===== config.mk =====
export PLATFORM = sky130hd
export DESIGN_NAME = fmmu_scan_ctrl_flat
export DESIGN_NICKNAME = d
export VERILOG_FILES = /design/src/rtl/fmmu_scan_ctrl_if.sv /design/src/rtl/fmmu_scan_ctrl.sv /design/src/flat_wrapper.sv
export SDC_FILE = /design/constraint.sdc
export NUM_CORES = 1
export LEC_CHECK = 0
export CAP_MARGIN = 10
export CORE_MARGIN = 1
export CORE_UTILIZATION = 50
export DETAILED_ROUTE_END_ITERATION = 6
export PLACE_DENSITY = 0.8
export SLEW_MARGIN = 5
export SYNTH_ARGS = -nofsm -noshare
export SYNTH_HDL_FRONTEND = slang
export SYNTH_SLANG_ARGS = --single-unit

===== constraint.sdc =====
create_clock -name clk -period 9.5 [get_ports clk]
set_input_delay 1.9 -clock clk [delete_from_list [all_inputs] [get_ports clk]]
set_output_delay 1.9 -clock clk [all_outputs]
set_load 0.01 [all_outputs]

===== src/rtl/fmmu_scan_ctrl_if.sv =====
// fmmu_scan_ctrl_if: request/acknowledge bus between the FMMU scan sequencer
// and the ESC process-data memory arbiter.
// With FMMU_DIR_EN defined, the bus also carries the access direction (bus_wr).
interface fmmu_scan_ctrl_if #(
  parameter int IDX_W = 2
);
  logic             bus_req;
  logic             bus_ack;
  logic [15:0]      bus_address;
  logic [15:0]      fmmu_map_address_len;
  logic [10:0]      dg_offset;
  logic [IDX_W-1:0] bus_idx;
`ifdef FMMU_DIR_EN
  logic             bus_wr;

  modport master (
    output bus_req, bus_address, fmmu_map_address_len, dg_offset, bus_idx, bus_wr,
    input  bus_ack
  );
  modport slave (
    input  bus_req, bus_address, fmmu_map_address_len, dg_offset, bus_idx, bus_wr,
    output bus_ack
  );
`else
  modport master (
    output bus_req, bus_address, fmmu_map_address_len, dg_offset, bus_idx,
    input  bus_ack
  );
  modport slave (
    input  bus_req, bus_address, fmmu_map_address_len, dg_offset, bus_idx,
    output bus_ack
  );
`endif
endinterface


===== src/rtl/fmmu_scan_ctrl.sv =====
// fmmu_scan_ctrl: scans the FMMU entry table for every logical sub-telegram,
// computes each window intersection and issues one memory request per hit.
// Optional macro FMMU_DIR_EN: per-entry read/write enables and direction check.
module fmmu_scan_ctrl #(
  parameter int N_FMMU = 4,
  parameter int IDX_W  = 2
) (
  input  logic              clk,
  input  logic              RSTN,
  input  logic              cfg_we,
  input  logic [IDX_W-1:0]  cfg_idx,
  input  logic [31:0]       cfg_log_start,
  input  logic [15:0]       cfg_log_len,
  input  logic [15:0]       cfg_phys_start,
  input  logic              cfg_en,
`ifdef FMMU_DIR_EN
  input  logic              cfg_rd_en,
  input  logic              cfg_wr_en,
  input  logic              sub_rd,
  input  logic              sub_wr,
`endif
  input  logic              sub_valid,
  input  logic [31:0]       sub_address,
  input  logic [10:0]       sub_len,
  output logic              busy,
  output logic              done,
  output logic [IDX_W:0]    hit_cnt,
  fmmu_scan_ctrl_if.master  bus
);

  typedef enum logic [1:0] {S_IDLE, S_CHECK, S_REQ, S_DONE} state_t;

  state_t           state;
  logic [IDX_W-1:0] idx;
  logic [31:0]      sub_addr_q;
  logic [10:0]      sub_len_q;

  logic [31:0]      ent_log_start  [N_FMMU];
  logic [15:0]      ent_log_len    [N_FMMU];
  logic [15:0]      ent_phys_start [N_FMMU];
  logic             ent_en         [N_FMMU];
`ifdef FMMU_DIR_EN
  logic             ent_rd_en      [N_FMMU];
  logic             ent_wr_en      [N_FMMU];
  logic             sub_rd_q;
  logic             sub_wr_q;
  logic             bus_wr_q;
`endif

  logic             bus_req_q;
  logic [15:0]      bus_address_q;
  logic [15:0]      map_len_q;
  logic [10:0]      dg_offset_q;
  logic [IDX_W-1:0] bus_idx_q;

  logic [32:0]      s_start, s_end, f_start, f_end, lo, hi;
  logic             hit;
  logic             last;
  logic             cfg_ok;

  assign busy   = (state != S_IDLE);
  assign last   = (idx == IDX_W'(N_FMMU - 1));
  assign cfg_ok = cfg_we && (state == S_IDLE) &&
                  ({1'b0, cfg_idx} < (IDX_W + 1)'(N_FMMU));

  assign bus.bus_req              = bus_req_q;
  assign bus.bus_address          = bus_address_q;
  assign bus.fmmu_map_address_len = map_len_q;
  assign bus.dg_offset            = dg_offset_q;
  assign bus.bus_idx              = bus_idx_q;
`ifdef FMMU_DIR_EN
  assign bus.bus_wr               = bus_wr_q;
`endif

  // Window intersection of the latched sub-telegram with the current entry,
  // widened to 33 bits so end addresses never wrap.
  always_comb begin
    s_start = {1'b0, sub_addr_q};
    s_end   = s_start + 33'(sub_len_q);
    f_start = {1'b0, ent_log_start[idx]};
    f_end   = f_start + 33'(ent_log_len[idx]);
    lo      = (s_start > f_start) ? s_start : f_start;
    hi      = (s_end < f_end) ? s_end : f_end;
    hit     = ent_en[idx] && (lo < hi);
`ifdef FMMU_DIR_EN
    hit     = hit && ((sub_rd_q && ent_rd_en[idx]) || (sub_wr_q && ent_wr_en[idx]));
`endif
  end

  // Entry table: cleared by reset, written only while no scan is running.
  always_ff @(posedge clk or negedge RSTN) begin
    if (!RSTN) begin
      for (int i = 0; i < N_FMMU; i++) begin
        ent_log_start[i]  <= '0;
        ent_log_len[i]    <= '0;
        ent_phys_start[i] <= '0;
        ent_en[i]         <= 1'b0;
`ifdef FMMU_DIR_EN
        ent_rd_en[i]      <= 1'b0;
        ent_wr_en[i]      <= 1'b0;
`endif
      end
    end else if (cfg_ok) begin
      ent_log_start[cfg_idx]  <= cfg_log_start;
      ent_log_len[cfg_idx]    <= cfg_log_len;
      ent_phys_start[cfg_idx] <= cfg_phys_start;
      ent_en[cfg_idx]         <= cfg_en;
`ifdef FMMU_DIR_EN
      ent_rd_en[cfg_idx]      <= cfg_rd_en;
      ent_wr_en[cfg_idx]      <= cfg_wr_en;
`endif
    end
  end

  // Scan sequencer: one CHECK cycle per entry, holds each request until acked.
  always_ff @(posedge clk or negedge RSTN) begin
    if (!RSTN) begin
      state         <= S_IDLE;
      idx           <= '0;
      sub_addr_q    <= '0;
      sub_len_q     <= '0;
      hit_cnt       <= '0;
      done          <= 1'b0;
      bus_req_q     <= 1'b0;
      bus_address_q <= '0;
      map_len_q     <= '0;
      dg_offset_q   <= '0;
      bus_idx_q     <= '0;
`ifdef FMMU_DIR_EN
      sub_rd_q      <= 1'b0;
      sub_wr_q      <= 1'b0;
      bus_wr_q      <= 1'b0;
`endif
    end else begin
      done <= 1'b0;
      case (state)
        S_IDLE: begin
          if (sub_valid) begin
            sub_addr_q <= sub_address;
            sub_len_q  <= sub_len;
`ifdef FMMU_DIR_EN
            sub_rd_q   <= sub_rd;
            sub_wr_q   <= sub_wr;
`endif
            idx        <= '0;
            hit_cnt    <= '0;
            state      <= S_CHECK;
          end
        end
        S_CHECK: begin
          if (hit) begin
            bus_address_q <= ent_phys_start[idx] + 16'(lo - f_start);
            map_len_q     <= 16'(hi - lo);
            dg_offset_q   <= 11'(lo - s_start);
            bus_idx_q     <= idx;
`ifdef FMMU_DIR_EN
            bus_wr_q      <= sub_wr_q;
`endif
            bus_req_q     <= 1'b1;
            hit_cnt       <= hit_cnt + (IDX_W + 1)'(1);
            state         <= S_REQ;
          end else if (last) begin
            done  <= 1'b1;
            state <= S_DONE;
          end else begin
            idx <= idx + IDX_W'(1);
          end
        end
        S_REQ: begin
          if (bus.bus_ack) begin
            bus_req_q <= 1'b0;
            if (last) begin
              done  <= 1'b1;
              state <= S_DONE;
            end else begin
              idx   <= idx + IDX_W'(1);
              state <= S_CHECK;
            end
          end
        end
        S_DONE: begin
          state <= S_IDLE;
        end
        default: begin
          state <= S_IDLE;
        end
      endcase
    end
  end

endmodule


===== src/flat_wrapper.sv =====
// flat-port wrapper written by rule: the top's interface ports become plain ports
module fmmu_scan_ctrl_flat 
#(
  parameter int N_FMMU = 4,
  parameter int IDX_W  = 2
)
  (clk, RSTN, cfg_we, cfg_idx, cfg_log_start, cfg_log_len, cfg_phys_start, cfg_en, sub_valid, sub_address, sub_len, busy, done, hit_cnt, bus_bus_req, bus_bus_address, bus_fmmu_map_address_len, bus_dg_offset, bus_bus_idx, bus_bus_ack);
  fmmu_scan_ctrl_if #(.IDX_W(IDX_W)) bus_i ();
  input  logic clk;
  input  logic RSTN;
  input  logic cfg_we;
  input  logic [IDX_W-1:0] cfg_idx;
  input  logic [31:0] cfg_log_start;
  input  logic [15:0] cfg_log_len;
  input  logic [15:0] cfg_phys_start;
  input  logic cfg_en;
  input  logic sub_valid;
  input  logic [31:0] sub_address;
  input  logic [10:0] sub_len;
  output logic busy;
  output logic done;
  output logic [IDX_W:0] hit_cnt;
  output wire logic [$bits(bus_i.bus_req)-1:0] bus_bus_req;
  output wire logic [$bits(bus_i.bus_address)-1:0] bus_bus_address;
  output wire logic [$bits(bus_i.fmmu_map_address_len)-1:0] bus_fmmu_map_address_len;
  output wire logic [$bits(bus_i.dg_offset)-1:0] bus_dg_offset;
  output wire logic [$bits(bus_i.bus_idx)-1:0] bus_bus_idx;
  input wire logic [$bits(bus_i.bus_ack)-1:0] bus_bus_ack;
  assign bus_bus_req = bus_i.bus_req;
  assign bus_bus_address = bus_i.bus_address;
  assign bus_fmmu_map_address_len = bus_i.fmmu_map_address_len;
  assign bus_dg_offset = bus_i.dg_offset;
  assign bus_bus_idx = bus_i.bus_idx;
  assign bus_i.bus_ack = bus_bus_ack;
  fmmu_scan_ctrl #(.N_FMMU(N_FMMU), .IDX_W(IDX_W)) u_core (.clk(clk), .RSTN(RSTN), .cfg_we(cfg_we), .cfg_idx(cfg_idx), .cfg_log_start(cfg_log_start), .cfg_log_len(cfg_log_len), .cfg_phys_start(cfg_phys_start), .cfg_en(cfg_en), .sub_valid(sub_valid), .sub_address(sub_address), .sub_len(sub_len), .busy(busy), .done(done), .hit_cnt(hit_cnt), .bus(bus_i));
endmodule

# Yosys cells after proc, flatten, opt, wreduce, memory -nomap -nowiden
# Index checks and enable logic that the tools add are counted.
# totals
ram_bits	0
out_inout_bits	51
ff_bits	357
latchBits	0
mem_count	0
romBits	0
# classes
reduce_logical	14
div_mod_pow	0
shifts	0
muxes	45
eq_ne	9
magnitude_cmp	6
n_bitwise	2
n_addsub	8
n_mul	0
# op_table
cell	count
$bwmux 128	1
$bwmux 64	2
$mux 32	4
$mux 16	5
$bmux 16 s2	2
$bmux 32 s2	1
$demux 32 s2	1
$add 32x11->33	1
$add 32x16->33	1
$lt 32x33->1	1
$lt 33x33->1	1
$mux 33	1
$demux 16 s2	1
$gt 32x32->1	1
$sub 16x16->16	2
$mux 2	9
$add 16x16->16	1
$sub 11x11->11	1
$reduce_and 3->1	3
$mux 1	8
$pmux 2 s4	1
$eq 2x2->1 const B	3
$ge 3x3->1 const B	2
$mux 3	2
20 further kinds	29

# Depth between registers and ports, before layout
# logic_depth
depth_word	11
ltp_mapped	40
ltp_nobuf	34

# Worst setup path before layout
# OpenSTA, ideal clock, no wires.
# synth_timing
path_kind	register to register
startpoint	register u_core.idx[0]
endpoint	register u_core.bus_address_q[0], in the netlist u_core.bus.bus_address[0]
arrival_ns	8.514
setup_slack_ns	0.861
setup_ns	0.125
path_buffers	8
stages_incl_launch_ff	38
period_less_slack_ns	8.639
required_time_ns	9.375
cell_sequence	dfrtp_1 -> buf_6 -> buf_12 -> buf_4 -> buf_1 -> buf_1 -> mux4_2 -> ha_1 -> inv_1 -> fa_1 -> nor2b_1 -> o31a_1 -> o2111ai_1 -> a21boi_0 -> a21oi_1 -> nand2b_1 -> nor4_1 -> xnor2_1 -> [2 not listed] -> nand4_1 -> nor2_1 -> a221oi_1 -> o21ai_0 -> a221oi_1 -> clkbuf_1 -> clkbuf_1 -> o21ai_0 -> ha_1 -> a21o_1 -> a211oi_1 -> o32ai_1 -> o31a_1 -> nor3_1 -> o21ai_0 -> a311o_1 -> buf_6 -> mux2_4
# synth_via
elab_chain_len	10
# synth_lines
element	line_no	text
start: declaration	fmmu_scan_ctrl.sv:34	logic [IDX_W-1:0] idx;
start signal: assignment	fmmu_scan_ctrl.sv:166	idx <= idx + IDX_W'(1);
start signal: assignment	fmmu_scan_ctrl.sv:176	idx <= idx + IDX_W'(1);
$not 2->3 (implied by the code) *	-	
$bmux 32 s2 or $bmux 16 s2 (tied branches)	fmmu_scan_ctrl.sv:80, fmmu_scan_ctrl.sv:81	
$mux 32 (implied by the code) or $mux 16 (tied branches) (2 in a row)	fmmu_scan_ctrl.sv:80, fmmu_scan_ctrl.sv:81	
$add 32x16->33	fmmu_scan_ctrl.sv:81	f_end = f_start + 33'(ent_log_len[idx]);
$lt 33x33->1	fmmu_scan_ctrl.sv:83	hi = (s_end < f_end) ? s_end : f_end;
$mux 33	fmmu_scan_ctrl.sv:83	
$lt 32x33->1	fmmu_scan_ctrl.sv:84	hit = ent_en[idx] && (lo < hi);
$logic_and 1x1->1	fmmu_scan_ctrl.sv:84	
$reduce_and 2->1 (no line)	-	
end signal: assignment	fmmu_scan_ctrl.sv:152	bus_address_q <= ent_phys_start[idx] + 16'(lo - f_start);
end: declaration	fmmu_scan_ctrl.sv:51	logic [15:0] bus_address_q;
# Every way passes the cells marked *; elsewhere a longest branch is shown, timed or not. The select of a mux whose other input is x is not followed.
# A chain may end at the register's enable or synchronous reset.

# Worst setup path in the final report
# layout_timing
startpoint	register u_core.idx[0]
endpoint	register u_core.state[1]
# layout_via
elab_chain_len	11
# layout_lines
element	line_no	text
$not 2->3 (implied by the code)	fmmu_scan_ctrl.sv:80, fmmu_scan_ctrl.sv:81, fmmu_scan_ctrl.sv:84	
$bmux 32 s2 or $bmux 16 s2 (tied branches)	fmmu_scan_ctrl.sv:80, fmmu_scan_ctrl.sv:81	
$mux 32 (implied by the code) or $mux 16 (tied branches) (2 in a row)	fmmu_scan_ctrl.sv:80, fmmu_scan_ctrl.sv:81	
$add 32x16->33	fmmu_scan_ctrl.sv:81	
$lt 33x33->1	fmmu_scan_ctrl.sv:83	
$mux 33	fmmu_scan_ctrl.sv:83	
$lt 32x33->1	fmmu_scan_ctrl.sv:84	
$logic_and 1x1->1	fmmu_scan_ctrl.sv:84	
$mux 2 or $ne 3x1->1 (tied branches)	-	
$pmux 2 s4 or $reduce_and 3->1 (tied branches)	-	
end signal: assignment	fmmu_scan_ctrl.sv:147	state <= S_CHECK;
end signal: assignment	fmmu_scan_ctrl.sv:161	state <= S_REQ;
end signal: assignment	fmmu_scan_ctrl.sv:164	state <= S_DONE;
end: declaration	fmmu_scan_ctrl.sv:33	state_t state;
# Parallel ways exist; a longest one is shown, timed or not. The select of a mux whose other input is x is not followed.

==> results.toml <==
[worst_setup_path]
crit_path_max_incr_delay_ps = 660
cpMaxStageDelayCell = "dfrtp_4"
worstPathArrival_ps = 9670
r2r-start = "u_core.idx[0]"
rr_endpoint = "u_core.state[1]"
reg2reg_slack_ps = 270
critPathKind = "register to register"
worstPathMaxFanout = 24
ff2ff_path_depth = 32
worst-endpoint-required_ps = 9940
end_kind = "register"
crit_path_start_kind = "register"
critPathMostFrequentCell = "a21oi_1"

[clocking]
cts.hold.buffers_added = 0
cts_made_buffers = 40
cts.path.max_buffers = 3
htreeDepth = 2
cts-root-buf = "clkbuf_16"
insertion_delay_ps = 590
cts_tree = "built"
clock-sinks = 357
clk_pin_slew_ps = 60

[yosys]
synth_area_sq_um = 21970
postSynthCellCount = 1892
synth_nets = 2196
synthArstFlopShare_pct = 100.0
synth-seq-area-share_pct = 40.67
synth_flop_cell = "dfrtp_1"
yosys_warnings = 0
yosys-top-cells-area = "dfrtp_1 41%, mux2_2 17%, ha_1 9.7%"
synth.largest_area_cell = "dfrtp_1"
ys_types = 63
syn_area_per_cell_sq_um = 11.61
synth_top_area_share_pct = 40.67
synth_enable_flop_cells = 0
ys_seq_elements = 357

[floorplan]
die_h_um = 211.6
die_x_um = 211.6
rows = 76
initial_utilization_pct = 50.88
dieArea_sq_um = 44780
pin_count = 166
core_sq_um = 43170

[routing]
vias_per_cell = 5.821
dr.pass1.iters = 5
wl_met3_um = 3571
wl_met1_um = 25520
wl_per_cell_um = 21.48
drtAntennaViolNets = 0
wl_met2_um = 26720
drt-total-wl_um = 57580
dr.first_iter.drc_count = 1108
drc = 0
vias = 15600
topRoutingLayerUsed = "met5"

[sta]
setup_viol = 0
drv_slew = 0
worstMarginPinSlew_ps = 1048
hold_violations = 0
final_period_minus_worst_setup_slack_ps = 9230
relSlewSlack_pct = 30.11
rsz0062_at_grt = "false"
finalSetupTns_ps = 0
min_period_over_period_pct = 97.16
finalClockSkew_ps = 30.04
max_freq_mhz = 108.3

[cells_and_area]
fin_cells = 2680
n_antenna_cell = 0
most-common-layout-cells = "355 x dfrtp_1, 324 x mux2_2, 170 x ha_1"
register_area_sq_um = 8939
final_common_cell = "dfrtp_1"
multi_input_area_sq_um = 12190
post_route_cells_drive_above_1_share_pct = 24.49
nets = 2370
area_growth_syn_to_layout_pct = 17.37
nFillCells = 3451

[min_path]
whs_endpoint = "u_core.bus.dg_offset[3]"
hold_depth = 2
worstHoldStart = "u_core.bus.dg_offset[3]"
hold_path_class = "register to register"

[run_status]
outcome = "finished, final reports clean"

[global_route]
grt_max_degree = 172
track_usage_pct = 25.60
grt_pass1_wl_um = 88220
grt_overflow = 0
antenna_found_initial = 3
grt_pass1_vias = 15810

[placement]
portBuffers = 165
placed_cells = 2605
hpwl_um = 41410
gp_congestion = 0.9453

[run]
max_cap_viol_count = 0
## sequential cells by signal, indices dropped and copies added (netlist names)
name and count:
u_core.ent_log_len 64, u_core.ent_log_start 128, u_core.bus.bus_address 16, u_core.state 2, u_core.idx 2, u_core.hit_cnt 3
u_core.sub_addr_q 32, u_core.ent_en 4, u_core.done 1, u_core.ent_phys_start 64, u_core.bus.dg_offset 11, u_core.bus.bus_req 1
u_core.bus.bus_idx 2, u_core.sub_len_q 11, u_core.bus.fmmu_map_address_len 16
## cell type report
| cell class | instances | share of cell area, % |
|---|---|---|
| Multi-Input combinational cell | 1307 | 47.26 |
| Sequential cell | 357 | 34.67 |
| Inverter | 162 | 2.358 |
| Clock inverter | 13 | 0.8783 |
| Timing Repair Buffer | 198 | 7.580 |
| Clock buffer | 58 | 4.416 |
| Tap cell | 585 | 2.839 |
## through the flow
stage / setup slack [ps] / area, sq um / util [%] / hold WS [ps]
finish: 269.5 / 25780 / 59.72 / 477.5
global route: 14.90 / 25780 / 59.72 / 493.6
CTS: 206.3 / 25720 / 59.57 / 484.5
detailed placement: 222.6 / 24350 / 56.41 / 471.4
global placement: 386.8 / 24350 / 56.41 / 468.1
floorplan: 860.9 / 21970 / - / 473.7
## synth_stat cells (all sizes together), types with 11 or more instances
| master | count |
|---|---|
| dfrtp | 357 |
| mux2 | 331 |
| ha | 170 |
| inv | 162 |
| nand2 | 115 |
| o21ai | 92 |
| a21oi | 66 |
| xnor2 | 66 |
| mux4 | 64 |
| nor2 | 54 |
| clkbuf | 47 |
| xor2 | 30 |
| a21o | 28 |
| o21a | 23 |
| buf | 22 |
| nand4 | 22 |
| nor3 | 22 |
| mux2i | 20 |
| nand3 | 20 |
| fa | 19 |
| and2 | 14 |
| nor2b | 14 |
| a211oi | 12 |
| nand2b | 12 |
| and3 | 11 |
## cell families after synthesis
logic type / count (synthesis) / synth area share (%)
mux: 415 / 24.56
flops: 357 / 40.67
simple gates: 322 / 7.217
compound gates: 282 / 8.003
buf+inv: 231 / 4.312
fa+ha+maj: 189 / 11.41
xor+xnor: 96 / 3.828
## repair_timing
action / 4_1_cts / 5_1_grt
gates resized for setup: 0 / 6
buffers inserted: 0 / 1
endpoints found under the setup margin: 0 / 52
## routing by layer
metal,vias up,track usage [%]
met2,458,40.32
met3,102,4.539
met5,-,0
met4,4,8.096
li1,7148,-
met1,7889,35.97
## how the worst max path moves through the flow
stage / end / slack [ps] / from
final: u_core.state[1] / 270 / u_core.idx[0]
after global placement: u_core.idx[1] / 390 / u_core.idx[0]
after detailed placement: u_core.idx[1] / 220 / u_core.idx[0]
after global routing: u_core.state[1] / 10 / u_core.idx[0]
after floorplan: u_core.bus.bus_address[0] / 860 / u_core.idx[0]
after CTS: u_core.idx[1] / 210 / u_core.idx[0]
## critical path, delay by kind of cell, from the launching register on
kind | cells | cell delay (ps)
fa+ha+maj | 3 | 1020
simple gates | 11 | 2390
mux | 2 | 770
compound gates | 10 | 3060
xor+xnor | 1 | 190
buf+inv | 5 | 990
flops | 1 | 660
Power is not shown: default switching activity piles up to over one toggle a cycle in this logic, so the estimate is an artifact.
